File: config.mk
export PLATFORM = sky130hd
export DESIGN_NAME = round_pipe
export DESIGN_NICKNAME = d
export VERILOG_FILES = /design/src/rtl/round_pkg.sv /design/src/rtl/round_core.sv /design/src/rtl/round_pipe.sv
export SDC_FILE = /design/constraint.sdc
export NUM_CORES = 1
export LEC_CHECK = 0
export ABC_AREA = 1
export BUFFER_PORTS_ARGS = -buffer_cell sky130_fd_sc_hd__buf_4
export CAP_MARGIN = 20
export CORE_ASPECT_RATIO = 1.25
export CORE_UTILIZATION = 56
export CTS_BUF_LIST = sky130_fd_sc_hd__clkbuf_16
export DETAILED_ROUTE_END_ITERATION = 8
export GPL_ROUTABILITY_DRIVEN = 0
export PLACE_DENSITY = 0.87
export SLEW_MARGIN = 10
export SYNTH_ARGS = -nofsm -noshare
export SYNTH_HDL_FRONTEND = slang
export SYNTH_HIERARCHICAL = 1
export SYNTH_SLANG_ARGS = --single-unit
File: constraint.sdc
create_clock -name clk -period 4.4 [get_ports clk]
set_input_delay 0.88 -clock clk [delete_from_list [all_inputs] [get_ports clk]]
set_output_delay 0.88 -clock clk [all_outputs]
set_load 0.005 [all_outputs]
File: src/rtl/round_pkg.sv
`default_nettype none
// ============================================================================
// Module      : round_pkg
// Description : Shared types and constants for the round_pipe rounding
//               pipeline (rounding-mode enum, saturation counter width).
// Revision    : 1.0 - initial release
// ============================================================================
package round_pkg;

    typedef enum logic [1:0] {
        TRUNC     = 2'd0,
        HALF_UP   = 2'd1,
        HALF_EVEN = 2'd2,
        CEIL      = 2'd3
    } round_mode_e;

    localparam int SAT_CNT_W = 16;

endpackage : round_pkg
`default_nettype wire

File: src/rtl/round_core.sv
`default_nettype none
// ============================================================================
// Module      : round_core
// Description : Combinational rounding increment and saturation. Takes the
//               integer part q, guard bit g and sticky bit s of one beat and
//               produces the rounded magnitude plus a clamp flag.
// Revision    : 1.0 - initial release
// ============================================================================
module round_core
    import round_pkg::*;
#(
    parameter int OUT_W = 13
) (
    input  logic [OUT_W-1:0] q,
    input  logic             g,
    input  logic             s,
    input  round_mode_e      mode,
    output logic [OUT_W-1:0] data,
    output logic             sat
);

    logic w_inc;

    // Pick the rounding increment from the mode; q[0] breaks exact ties for HALF_EVEN.
    always_comb begin
        w_inc = 1'b0;
        case (mode)
            TRUNC:     w_inc = 1'b0;
            HALF_UP:   w_inc = g;
            HALF_EVEN: w_inc = g & (s | q[0]);
            CEIL:      w_inc = g | s;
            default:   w_inc = 1'b0;
        endcase
    end

    // Clamp to all ones when the increment would carry out of the output width.
    always_comb begin
        sat  = (&q) & w_inc;
        data = sat ? {OUT_W{1'b1}} : (q + OUT_W'(w_inc));
    end

endmodule : round_core
`default_nettype wire

File: src/rtl/round_pipe.sv
`default_nettype none
// ============================================================================
// Module      : round_pipe
// Description : Two-stage valid/ready pipeline that rounds an unsigned
//               fixed-point magnitude (IN_W bits, IN_W-OUT_W fraction bits)
//               to an OUT_W-bit integer using one of four rounding modes,
//               saturating at all ones.
//               Optional macro ROUND_PIPE_SAT_CNT_EN builds a 16-bit
//               saturating counter of delivered clamped results.
// Revision    : 1.0 - initial release
// ============================================================================
module round_pipe
    import round_pkg::*;
#(
    parameter int IN_W  = 17,
    parameter int OUT_W = 13
) (
    input  logic                 clk,
    input  logic                 rst,
    input  logic                 in_valid,
    output logic                 in_ready,
    input  logic [IN_W-1:0]      in_data,
    input  logic [1:0]           in_mode,
    output logic                 out_valid,
    input  logic                 out_ready,
    output logic [OUT_W-1:0]     out_data,
    output logic                 out_sat,
    input  logic                 sat_clr,
    output logic [SAT_CNT_W-1:0] sat_cnt
);

    localparam int FRAC_W = IN_W - OUT_W;

    if (FRAC_W < 1) begin : g_frac_w_check
        $error("round_pipe: IN_W must be greater than OUT_W");
    end

    // Sticky bit: OR of everything below the guard bit (none when only one fraction bit).
    logic w_in_s;
    if (FRAC_W >= 2) begin : g_sticky
        assign w_in_s = |in_data[FRAC_W-2:0];
    end else begin : g_no_sticky
        assign w_in_s = 1'b0;
    end

    // Stage 1: split fields and mode
    logic             r_s1_valid;
    logic [OUT_W-1:0] r_s1_q;
    logic             r_s1_g;
    logic             r_s1_s;
    round_mode_e      r_s1_mode;

    // Stage 2: rounded result
    logic             r_s2_valid;
    logic [OUT_W-1:0] r_s2_data;
    logic             r_s2_sat;

    logic             w_s1_load;
    logic             w_s2_load;
    logic [OUT_W-1:0] w_core_data;
    logic             w_core_sat;

    // Each stage advances when it is empty or its successor frees up; in_ready
    // is therefore purely a function of registered valids and out_ready.
    assign w_s2_load = ~r_s2_valid | out_ready;
    assign w_s1_load = ~r_s1_valid | w_s2_load;
    assign in_ready  = w_s1_load;

    // Capture the split beat into stage 1.
    always_ff @(posedge clk or posedge rst) begin
        if (rst) begin
            r_s1_valid <= 1'b0;
            r_s1_q     <= '0;
            r_s1_g     <= 1'b0;
            r_s1_s     <= 1'b0;
            r_s1_mode  <= TRUNC;
        end else if (w_s1_load) begin
            r_s1_valid <= in_valid;
            if (in_valid) begin
                r_s1_q    <= in_data[IN_W-1:FRAC_W];
                r_s1_g    <= in_data[FRAC_W-1];
                r_s1_s    <= w_in_s;
                r_s1_mode <= round_mode_e'(in_mode);
            end
        end
    end

    round_core #(
        .OUT_W (OUT_W)
    ) u_round_core (
        .q    (r_s1_q),
        .g    (r_s1_g),
        .s    (r_s1_s),
        .mode (r_s1_mode),
        .data (w_core_data),
        .sat  (w_core_sat)
    );

    // Register the rounded result; data only changes when a new beat arrives.
    always_ff @(posedge clk or posedge rst) begin
        if (rst) begin
            r_s2_valid <= 1'b0;
            r_s2_data  <= '0;
            r_s2_sat   <= 1'b0;
        end else if (w_s2_load) begin
            r_s2_valid <= r_s1_valid;
            if (r_s1_valid) begin
                r_s2_data <= w_core_data;
                r_s2_sat  <= w_core_sat;
            end
        end
    end

    assign out_valid = r_s2_valid;
    assign out_data  = r_s2_data;
    assign out_sat   = r_s2_sat;

`ifdef ROUND_PIPE_SAT_CNT_EN
    logic [SAT_CNT_W-1:0] r_sat_cnt;

    // Count delivered clamped results, sticking at full scale; clear wins.
    always_ff @(posedge clk or posedge rst) begin
        if (rst) begin
            r_sat_cnt <= '0;
        end else if (sat_clr) begin
            r_sat_cnt <= '0;
        end else if (r_s2_valid && out_ready && r_s2_sat && (r_sat_cnt != {SAT_CNT_W{1'b1}})) begin
            r_sat_cnt <= r_sat_cnt + SAT_CNT_W'(1);
        end
    end

    assign sat_cnt = r_sat_cnt;
`else
    logic w_unused_sat_clr;
    assign w_unused_sat_clr = sat_clr;
    assign sat_cnt          = '0;
`endif

endmodule : round_pipe
`default_nettype wire

==> flow_summary_export.csv <==
group,metric,value,unit
sta,fin_crit,2500,ps
synthesis,ys_seq_elements,33,
cells_and_area,stdcell_area,0.00231,mm²
die,core,0.00328,mm²
pwr,switching_share,30.0,%
worst_setup_path,r2r_start,"r_s1_q[0]$_DFFE_PP0P_",
die,die_w,55.2,µm
die,io-pin-count,56,
global_routing,grt_pass1_vias,1468,
placement,dpl_cell_area,0.00217,mm²
sta,max_freq,401,MHz
global_routing,gr-total-overflow,0,
worst_setup_path,r2r_slack,2330,ps
pwr,p_int,0.000692,W
routing,drc_errors,0,
worst_setup_path,cp_cell_sequence,"buf_4, inv_1, nand3_4, buf_4",
worst_setup_path,crit_required,3520,ps
worst_setup_path,critPathMaxStageDelay,270,ps
synthesis,ys_seq_area_share,41.7,%
pwr,switchingPower,0.000296,W
cells_and_area,instances_no_fill,320,
clock_network,htreeDepth,2,
routing,wire_per_inst,11.5,µm
cells_and_area,fill_cells,290,
routing,vias,1586,
sta,clock_skew,4.66,ps
pwr,ir_worst_vdd,0.000446,V
sta,fin_setup_tns,0,ps
clock_network,clk_latency,280,ps
cells_and_area,areaGrowthSynthToFinish,16.6,%
routing,met3WireLength,174,µm
pwr,pwr-share-seq,43.0,%
pwr,clkPwrFrac,32.2,%
clock_network,cts_buffers,5,
routing,routed_via_density,4.96,
clock_network,cts_setup_buffers,0,
cells_and_area,diodes,0,
sta,setup_viol,0,
global_routing,grt_usage,23.0,%
global_routing,grt_max_degree,34,
routing,routedLengthMet1,1540,µm
clock_network,root_buffer,"clkbuf_16",
cells_and_area,drive_gt1_share,26.5,%
synthesis,syn_inst,247,
pwr,power.share.combinational,24.8,%
synthesis,syn_area_per_cell,8.02,µm²
worst_setup_path,r2r_cells,11,
sta,post-route-period-util,56.7,%
clock_network,cts_hold_buf,0,
pwr,power_density,428,mW/mm²
routing,drt_iter0_drc,31,
worst_setup_path,cp_num_buf_inv,3,
worst_setup_path,reg2reg_to,"out_data[10]$_DFFE_PP0P_",
routing,ant_nets,0,
job,maxCapViolations,0,
worst_hold_path,hp-class,"flip-flop to flip-flop",
run_status,outcome,"finished, final reports clean",
synthesis,yosysWarnings,6,
worst_setup_path,start_kind,"primary input",
placement,dp.cells,312,
sta,grt_setup_unrepaired,"no",
clock_network,cts_resized,0,
pwr,total_power,0.000988,W
routing,dr.max_layer_used,"met4",
worst_setup_path,cp.arrival,1620,ps
synthesis,synth_cell_types,23,
worst_hold_path,worstHoldPathCells,2,
routing,dr_wl_met2,1890,µm
routing,postRouteWirelength,3670,µm
global_routing,grt_pass1_wl,6070,µm
synthesis,syn_area,0.00198,mm²
clock_network,cts_tree,"done",
worst_setup_path,cp_common_cell,"buf_4",
clock_network,clock_sinks,33,
worst_setup_path,crit_type,"primary input to output pin",
worst_setup_path,crit_family,"buffers and inverters",
clock_network,clk_pin_slew,50,ps
die,rows,23,
pwr,p_leak,1.30,nW
sta,tightest_slew,507,ps
sta,drv_slew,0,
cells_and_area,finalNetCount,308,
routing,dr.pass1.iters,4,
worst_hold_path,min_from,"r_s1_mode[0]$_DFFE_PP0P_",
die,die_area,0.00378,mm²
global_routing,antenna_found_initial,0,
sta,hold_viol,0,
worst_setup_path,crit_path_max_fanout,20,
worst_hold_path,hold_end,"r_s1_mode[0]$_DFFE_PP0P_",
die,die_h,68.5,µm
placement,io_buffer_count,38,
placement,hpwlAfterDp,2590,µm
worst_setup_path,cp-end-kind,"output pin",
sta,relSlewSlack,66.2,%
clock_network,clockBufferDepth,2,
worst_setup_path,crit_slowest_cell,"nand3_4",
die,initial_core_util,60.4,%
## area by class of cell
| class | instances | area [µm²] | share of cell area [%] |
|---|---|---|---|
| tap | 37 | 46.3 | 2.00 |
| timing repair buffer | 39 | 293 | 12.7 |
| clock inverter | 3 | 11.3 | 0.488 |
| inverter | 14 | 52.6 | 2.28 |
| multi-input combinational | 189 | 956 | 41.4 |
| clock buffer | 5 | 125 | 5.42 |
| sequential | 33 | 826 | 35.8 |
## layout by cell type, fill, tap and decap left out
master      n
nand2_1    90
conb_1     16
buf_4      39
inv_1      16
nand4_1     2
or2_2       1
nor2_4      2
ha_1        2
inv_2       1
nor2_1     10
nand3_2    11
nand3_4     1
dfrtp_1    33
nand2_4     2
nor2_2      1
xor2_1      2
nand2_2    11
clkbuf_16   5
nand3b_1    4
nand3_1    31
o21ai_2     1
xnor2_1     2
## power groups by stage
stage	combinational (W)	sequential [W]	clock [W]
3_3_place_gp	0.000239	0.000423	0
5_1_grt	0.000284	0.000436	0.000336
4_1_cts	0.000248	0.000425	0.000322
3_5_place_dp	0.000246	0.000429	0
2_1_floorplan	0.000167	0.000418	0
6_report	0.000245	0.000425	0.000318
## per-layer routing
layer,vias to the layer above,global-route usage (%)
li1,814,-
met1,719,24.1
met2,46,41.3
met3,7,6.80
met4,0,10.0
met5,-,0
## stage by stage
stage / util, % / hold slack, ps / setup WS, ps
detailed placement: 66.2 / 460 / 1900
global route: 70.4 / 492 / 1840
floorplan: - / 442 / 2170
finish: 70.4 / 468 / 1900
CTS: 70.4 / 472 / 1900
global placement: 66.2 / 455 / 1900
## flip-flops by register name (all words and copies together), names as in the netlist
| register | count |
|---|---|
| out_data | 13 |
| out_valid | 1 |
| r_s1_q | 13 |
| r_s1_mode | 2 |
| r_s1_g | 1 |
| r_s1_s | 1 |
| out_sat | 1 |
| r_s1_valid | 1 |
## Yosys cell counts (all sizes together)
cell type	instances	share of area [%]
xor2	2	0.88
nand3b	4	1.5
buf	26	10
conb	1	0.19
or2	1	0.32
inv	14	2.7
dfrtp	33	42
o21ai	1	0.44
ha	2	1.3
xnor2	2	0.88
nor2	13	3.3
nand2	103	22
nand4	2	0.63
nand3	43	14
## worst max-delay path by stage
stage,start,to,slack (ps),cells past startpoint
5_1_grt,out_ready,in_ready,1840,4
6_report,out_ready,in_ready,1900,4
2_1_floorplan,out_ready,in_ready,2170,4
3_5_place_dp,out_ready,in_ready,1900,4
3_3_place_gp,out_ready,in_ready,1900,4
4_1_cts,out_ready,in_ready,1900,4
## tightest hold or removal path: stages (launching register included)
cell	delay, ps
dfrtp_1	340
nand2_1	50
nand2_1	50
## logic make-up after synthesis
logic type               share of synthesized area, %
adder cells (fa/ha/maj)                          1.26
XOR/XNOR                                         1.77
other                                           0.189
flip-flops                                       41.7
AO/OA/AOI/OAI                                   0.442
buffers and inverters                            12.9
AND/OR/NAND/NOR                                  41.8
(Power assumes the default switching activity.)
